===== src/rtl/uart_tx_frame_gen.sv =====
// UART frame transmitter with a byte FIFO, programmable divisor/parity/stop
// bits, and per-word parity/framing fault injection.
module uart_tx_frame_gen #(
   parameter int DATA_BITS  = 8,
   parameter int FIFO_DEPTH = 16,
   parameter int DIV_WIDTH  = 16
) (
   input  logic                            clk,
   input  logic                            nreset,
   input  logic [DIV_WIDTH-1:0]            cfg_divisor,
   input  logic [1:0]                      cfg_parity,
   input  logic                            cfg_stop2,
   input  logic                            in_valid,
   output logic                            in_ready,
   input  logic [DATA_BITS-1:0]            in_data,
   input  logic                            in_inject_parity,
   input  logic                            in_inject_framing,
   output logic                            tx,
   output logic                            busy,
   output logic [$clog2(FIFO_DEPTH):0]     fifo_level
);

   localparam int AW = $clog2(FIFO_DEPTH);
   localparam int EW = DATA_BITS + 2;
   localparam int BW = $clog2(DATA_BITS);

   typedef enum logic [2:0] {
      S_IDLE,
      S_START,
      S_DATA,
      S_PARITY,
      S_STOP1,
      S_STOP2
   } state_t;

   logic [EW-1:0]        mem_q [FIFO_DEPTH];
   logic [AW:0]          wr_q, rd_q;
   logic                 full, empty, push, pop;
   logic [EW-1:0]        head;

   state_t               state_q, state_d;
   logic [DIV_WIDTH-1:0] cnt_q, cnt_d;
   logic [DIV_WIDTH-1:0] div_q, div_d;
   logic [BW-1:0]        bit_q, bit_d;
   logic [DATA_BITS-1:0] data_q, data_d;
   logic                 injp_q, injp_d;
   logic                 injf_q, injf_d;
   logic [1:0]           par_q, par_d;
   logic                 stop2_q, stop2_d;
   logic                 tx_q, tx_d;
   logic                 busy_q, busy_d;
   logic                 tick, par_en, frame_end;

   // Full when the wrap bits differ but the index bits match.
   assign full       = (wr_q[AW] != rd_q[AW]) &&
                       (wr_q[AW-1:0] == rd_q[AW-1:0]);
   assign empty      = (wr_q == rd_q);
   assign push       = in_valid & ~full;
   assign head       = mem_q[rd_q[AW-1:0]];
   assign in_ready   = ~full;
   assign fifo_level = wr_q - rd_q;
   assign tx         = tx_q;
   assign busy       = busy_q;

   assign tick   = (cnt_q == div_q);
   assign par_en = par_q[0] ^ par_q[1];

   always_ff @(posedge clk) begin
      if (push) begin
         mem_q[wr_q[AW-1:0]] <= {in_inject_framing, in_inject_parity, in_data};
      end
   end

   always_ff @(posedge clk or negedge nreset) begin
      if (!nreset) begin
         wr_q <= '0;
         rd_q <= '0;
      end else begin
         if (push) wr_q <= wr_q + (AW+1)'(1);
         if (pop)  rd_q <= rd_q + (AW+1)'(1);
      end
   end

   always_ff @(posedge clk or negedge nreset) begin
      if (!nreset) begin
         state_q <= S_IDLE;
         cnt_q   <= '0;
         div_q   <= '0;
         bit_q   <= '0;
         data_q  <= '0;
         injp_q  <= 1'b0;
         injf_q  <= 1'b0;
         par_q   <= 2'b00;
         stop2_q <= 1'b0;
         tx_q    <= 1'b1;
         busy_q  <= 1'b0;
      end else begin
         state_q <= state_d;
         cnt_q   <= cnt_d;
         div_q   <= div_d;
         bit_q   <= bit_d;
         data_q  <= data_d;
         injp_q  <= injp_d;
         injf_q  <= injf_d;
         par_q   <= par_d;
         stop2_q <= stop2_d;
         tx_q    <= tx_d;
         busy_q  <= busy_d;
      end
   end

   always_comb begin
      state_d   = state_q;
      cnt_d     = cnt_q;
      div_d     = div_q;
      bit_d     = bit_q;
      data_d    = data_q;
      injp_d    = injp_q;
      injf_d    = injf_q;
      par_d     = par_q;
      stop2_d   = stop2_q;
      pop       = 1'b0;
      frame_end = 1'b0;

      if (state_q != S_IDLE) begin
         cnt_d = tick ? '0 : cnt_q + DIV_WIDTH'(1);
      end

      unique case (state_q)
         S_IDLE: begin
            pop = ~empty;
         end
         S_START: begin
            if (tick) begin
               state_d = S_DATA;
               bit_d   = '0;
            end
         end
         S_DATA: begin
            if (tick) begin
               if (bit_q == BW'(DATA_BITS - 1)) begin
                  state_d = par_en ? S_PARITY : S_STOP1;
               end else begin
                  bit_d = bit_q + BW'(1);
               end
            end
         end
         S_PARITY: begin
            if (tick) state_d = S_STOP1;
         end
         S_STOP1: begin
            if (tick) begin
               if (stop2_q) state_d = S_STOP2;
               else         frame_end = 1'b1;
            end
         end
         S_STOP2: begin
            if (tick) frame_end = 1'b1;
         end
         default: state_d = S_IDLE;
      endcase

      if (frame_end) begin
         state_d = S_IDLE;
         pop     = ~empty;
      end

      // Frame start: config is sampled only here.
      if (pop) begin
         state_d                  = S_START;
         cnt_d                    = '0;
         {injf_d, injp_d, data_d} = head;
         div_d                    = cfg_divisor;
         par_d                    = cfg_parity;
         stop2_d                  = cfg_stop2;
      end
   end

   // Line level is computed from next state so tx is a pure register.
   always_comb begin
      tx_d   = 1'b1;
      busy_d = (state_d != S_IDLE);
      unique case (state_d)
         S_IDLE:   tx_d = 1'b1;
         S_START:  tx_d = 1'b0;
         S_DATA:   tx_d = data_d[bit_d];
         S_PARITY: tx_d = ((par_d == 2'b10) ? ~(^data_d) : ^data_d) ^ injp_d;
         S_STOP1:  tx_d = ~injf_d;
         S_STOP2:  tx_d = 1'b1;
         default:  tx_d = 1'b1;
      endcase
   end

endmodule

===== config.mk =====
export PLATFORM = sky130hd
export DESIGN_NAME = uart_tx_frame_gen
export DESIGN_NICKNAME = d
export VERILOG_FILES = /design/src/rtl/uart_tx_frame_gen.sv
export SDC_FILE = /design/constraint.sdc
export NUM_CORES = 1
export LEC_CHECK = 0
export CAP_MARGIN = 20
export CORE_UTILIZATION = 60
export DETAILED_ROUTE_END_ITERATION = 8
export PLACE_DENSITY = 0.91
export SYNTH_ARGS = -nofsm -noshare
export SYNTH_HDL_FRONTEND = slang
export SYNTH_SLANG_ARGS = --single-unit

===== constraint.sdc =====
create_clock -name clk -period 6.8 [get_ports clk]
set_input_delay 0.68 -clock clk [delete_from_list [all_inputs] [get_ports clk]]
set_output_delay 0.68 -clock clk [all_outputs]
set_load 0.01 [all_outputs]

==> reports/qor.yml <==
worstSetupStartpointType: "register"
cts.path.max_buffers: 3
post-route-min-period_ps: 3860
setup_ws_ps: 2940
worst_slew_pin_slew_ps: 1090
coreArea_um2: 15300
cpMaxStageDelayCell: "sky130_fd_sc_hd__buf_4"
postCtsSetupBuffers: 0
num-nets-final: 680
grt_pass1_wl_um: 31300
grt_usage: 0.259
drtIter0Drc: 695
post_drt_wl_per_cell_um: 23.0
vdd.ir_drop.worst_uv: 306
vias_per_cell: 6.07
finalWeightedCongestion: 0.820
crit_path_max_fanout: 44
grt_total_ovfl: 0
run_status: "completed"
postRouteAntennaNets: 0
globalRouteMet1Util: 0.332
synth_area_per_cell_um2: 16.2
r2r_setup_slack_ps: 2990
max_clock_freq_mhz: 259
setup.worst_path.end_class: "output pin"
worst_path_cell_trace: "buf_4, ha_1, fa_1, inv_1, a21o_1, a21oi_1, xor2_1, clkdlybuf4s50_1"
post-route-period-util: 0.568
pre_cts_ws_ps: 2970
drt_pass1_iterations: 5
cell_variety_after_synth: 46
detailroute.via_count: 5249
grt_pass1_vias: 5616
clk_root_buffer_cell: "sky130_fd_sc_hd__clkbuf_16"
max_stage_delay_ps: 630
dpl.cell_count: 820
finalHoldViolations: 0
port_buffers: 39
antenna_violations_before_repair: 0
final_core_utilization: 0.718
grt_start_max_net_pins: 64
tritoncts: "built"
clock_latency_reported_for_the_late_side_of_the_worst_skew_pair_ps: 530
p_leak_nw: 3.93
synth_seq_cells: 223
cts-buffers-inserted: 24
dieArea_um2: 16300
fp-row-count: 45
cts-resized-gates: 0
number_of_cells_produced_by_synthesis: 587
place.detailed.hpwl_um: 12400
critical_path_required_ps: 6120
finish.cell_count_without_fillers: 865
ys.warnings.count: 0
crit_arrival_ps: 3180
drcViolationCount: 0
slew_viol_final: 0
max_cap_viol_count: 0
cts_hold_buf: 0
top_level_ports: 40
area_delta_synth_final_pct: 15.7
clock_skew_ps: 18.9
clk_pin_slew_ps: 60
power-per-cell-area_nw_per_um2: 315
slew_headroom: 0.269
highest_utilization_routing_layer_at_the_global_route_stage: "met2"
synthesis.area_um2: 9500
drive_above_1_share: 0.205
synth.net_count: 631
detail_route.wirelength_um: 19900
floorplan.initialDensity: 0.620
grtUsageMet2: 0.445
grtUsageMet3: 0.0451
finalSetupViolations: 0
cts_num_sinks: 223
synthArstFlopShare: 0.283
most_used_dff_post_synth: "sky130_fd_sc_hd__edfxtp_1"
fp.dieW_um: 128
post_route_setup_tns_ps: 0
unrepaired_setup_endpoints_after_global_routing: "false"
die_height_um: 128
post_synth_edffs: 160
htree_levels: 1
antennaDiodeCount: 0
worstHoldPathType: "in -> async"
seq_area_frac_synth: 0.672
worstSetupPathType: "reg -> out"
## critical path: cells and delay by family, from the launching register on
kind / cells / cell delay, ps
flops: 1 / 350
compound gates: 2 / 330
buf+inv: 3 / 1250
xor+xnor: 1 / 170
fa+ha+maj: 2 / 560
## report_power, final
group          leakage (nW)  switching [mW]  internal, mW
Sequential             2.22          0.0812          1.59
Clock                 0.406           0.534         0.817
Combinational          1.31           0.247         0.193
Total                  3.93           0.862          2.60
## synth_stat cells, types with 2 or more instances
cell	n	area, µm²
sky130_fd_sc_hd__a21o_1	3	22.5
sky130_fd_sc_hd__a21oi_1	7	35.0
sky130_fd_sc_hd__a22o_1	3	26.3
sky130_fd_sc_hd__a22oi_1	15	113
sky130_fd_sc_hd__and2_1	2	12.5
sky130_fd_sc_hd__buf_2	9	45.0
sky130_fd_sc_hd__buf_6	2	22.5
sky130_fd_sc_hd__clkbuf_1	18	67.6
sky130_fd_sc_hd__dfrtp_1	62	1550
sky130_fd_sc_hd__edfxtp_1	160	4800
sky130_fd_sc_hd__ha_1	11	138
sky130_fd_sc_hd__inv_1	22	82.6
sky130_fd_sc_hd__mux2_2	26	293
sky130_fd_sc_hd__mux2i_1	12	120
sky130_fd_sc_hd__mux4_2	43	968
sky130_fd_sc_hd__nand2_1	33	124
sky130_fd_sc_hd__nand2b_1	5	31.3
sky130_fd_sc_hd__nand3_1	5	25.0
sky130_fd_sc_hd__nand4_1	7	43.8
sky130_fd_sc_hd__nor2_1	31	116
sky130_fd_sc_hd__nor2b_1	9	56.3
sky130_fd_sc_hd__nor3_1	10	50.1
sky130_fd_sc_hd__nor4_1	8	50.1
sky130_fd_sc_hd__o21ai_0	11	55.1
sky130_fd_sc_hd__o31ai_1	2	15.0
sky130_fd_sc_hd__or3_1	3	18.8
sky130_fd_sc_hd__xnor2_1	15	131
sky130_fd_sc_hd__xor2_1	35	307
## flip-flops by register name, indices dropped and copies added, names as in the netlist
name and cells:
injf_q 1, tx 1, injp_q 1, busy 1, data_q 8, mem_q 160, stop2_q 1, rd_q 5
bit_q 3, wr_q 5, state_q 3, par_q 2, div_q 16, cnt_q 16
## kinds of logic (layout without fill, tap and decap cells)
group,after synthesis,in the layout,synth area share
DFF,223,223,0.672
xor gates and xnor gates,50,50,0.0461
muxes,82,82,0.147
AOI/OAI and AO/OA,50,50,0.0357
buffers and inverters,52,119,0.0233
adders and majority gates,12,12,0.0166
and+or+nand+nor,118,118,0.0595
## cell usage in the layout, fill, tap and decap left out, drive strengths merged, types with 3 or more instances in the layout
cell	synthesis	layout
nand2	33	33
ha	11	11
edfxtp	160	160
nor4	8	8
dfrtp	62	62
mux2i	12	12
nand2b	5	5
o21ai	12	12
nand3	5	5
clkdlybuf4s50	0	38
buf	12	15
bufinv	0	4
mux2	27	27
a22oi	15	15
clkbuf	18	27
nand4	7	7
a21o	3	3
nor3	10	10
clkinv	0	11
inv	22	22
a22o	3	3
xnor2	15	15
or3	3	3
a21oi	7	7
xor2	35	35
nor2b	9	9
nor2	31	31
mux4	43	43
## final timing paths
check                        start            end  cells past startpoint
hold reg to reg            wr_q[4]        wr_q[4]                      1
max in group asynchronous   nreset        rd_q[0]                      2
min in group clk           wr_q[4]        wr_q[4]                      1
setup reg to reg           rd_q[0]             tx                     12
setup / recovery           rd_q[0]  fifo_level[4]                      8
hold / removal              nreset       div_q[4]                      2
## cell type report
| class | count | area [µm²] |
|---|---|---|
| Multi-Input combinational cell | 312 | 2930 |
| Inverter | 22 | 82.6 |
| Timing Repair Buffer | 53 | 490 |
| Clock inverter | 17 | 219 |
| Sequential cell | 223 | 6380 |
| Fill cell | 910 | 4320 |
| Clock buffer | 27 | 622 |
| Tap cell | 211 | 264 |
## metal layers
layer	vias to the layer above	share of wire
li1	2323	-
met1	2658	0.39
met2	213	0.51
met3	55	0.059
met4	0	0.035
met5	-	0
## metrics by stage
| step | power [mW] | hold WS, ps | cell area, µm² |
|---|---|---|---|
| 2_1_floorplan | 1.91 | 384 | 9500 |
| 3_3_place_gp | 2.09 | 474 | 10100 |
| 3_5_place_dp | 2.12 | 487 | 10100 |
| 4_1_cts | 3.48 | 351 | 11000 |
| 5_1_grt | 3.57 | 386 | 11000 |
| 6_report | 3.46 | 330 | 11000 |
Note: power is estimated with default switching activity, not from simulation.
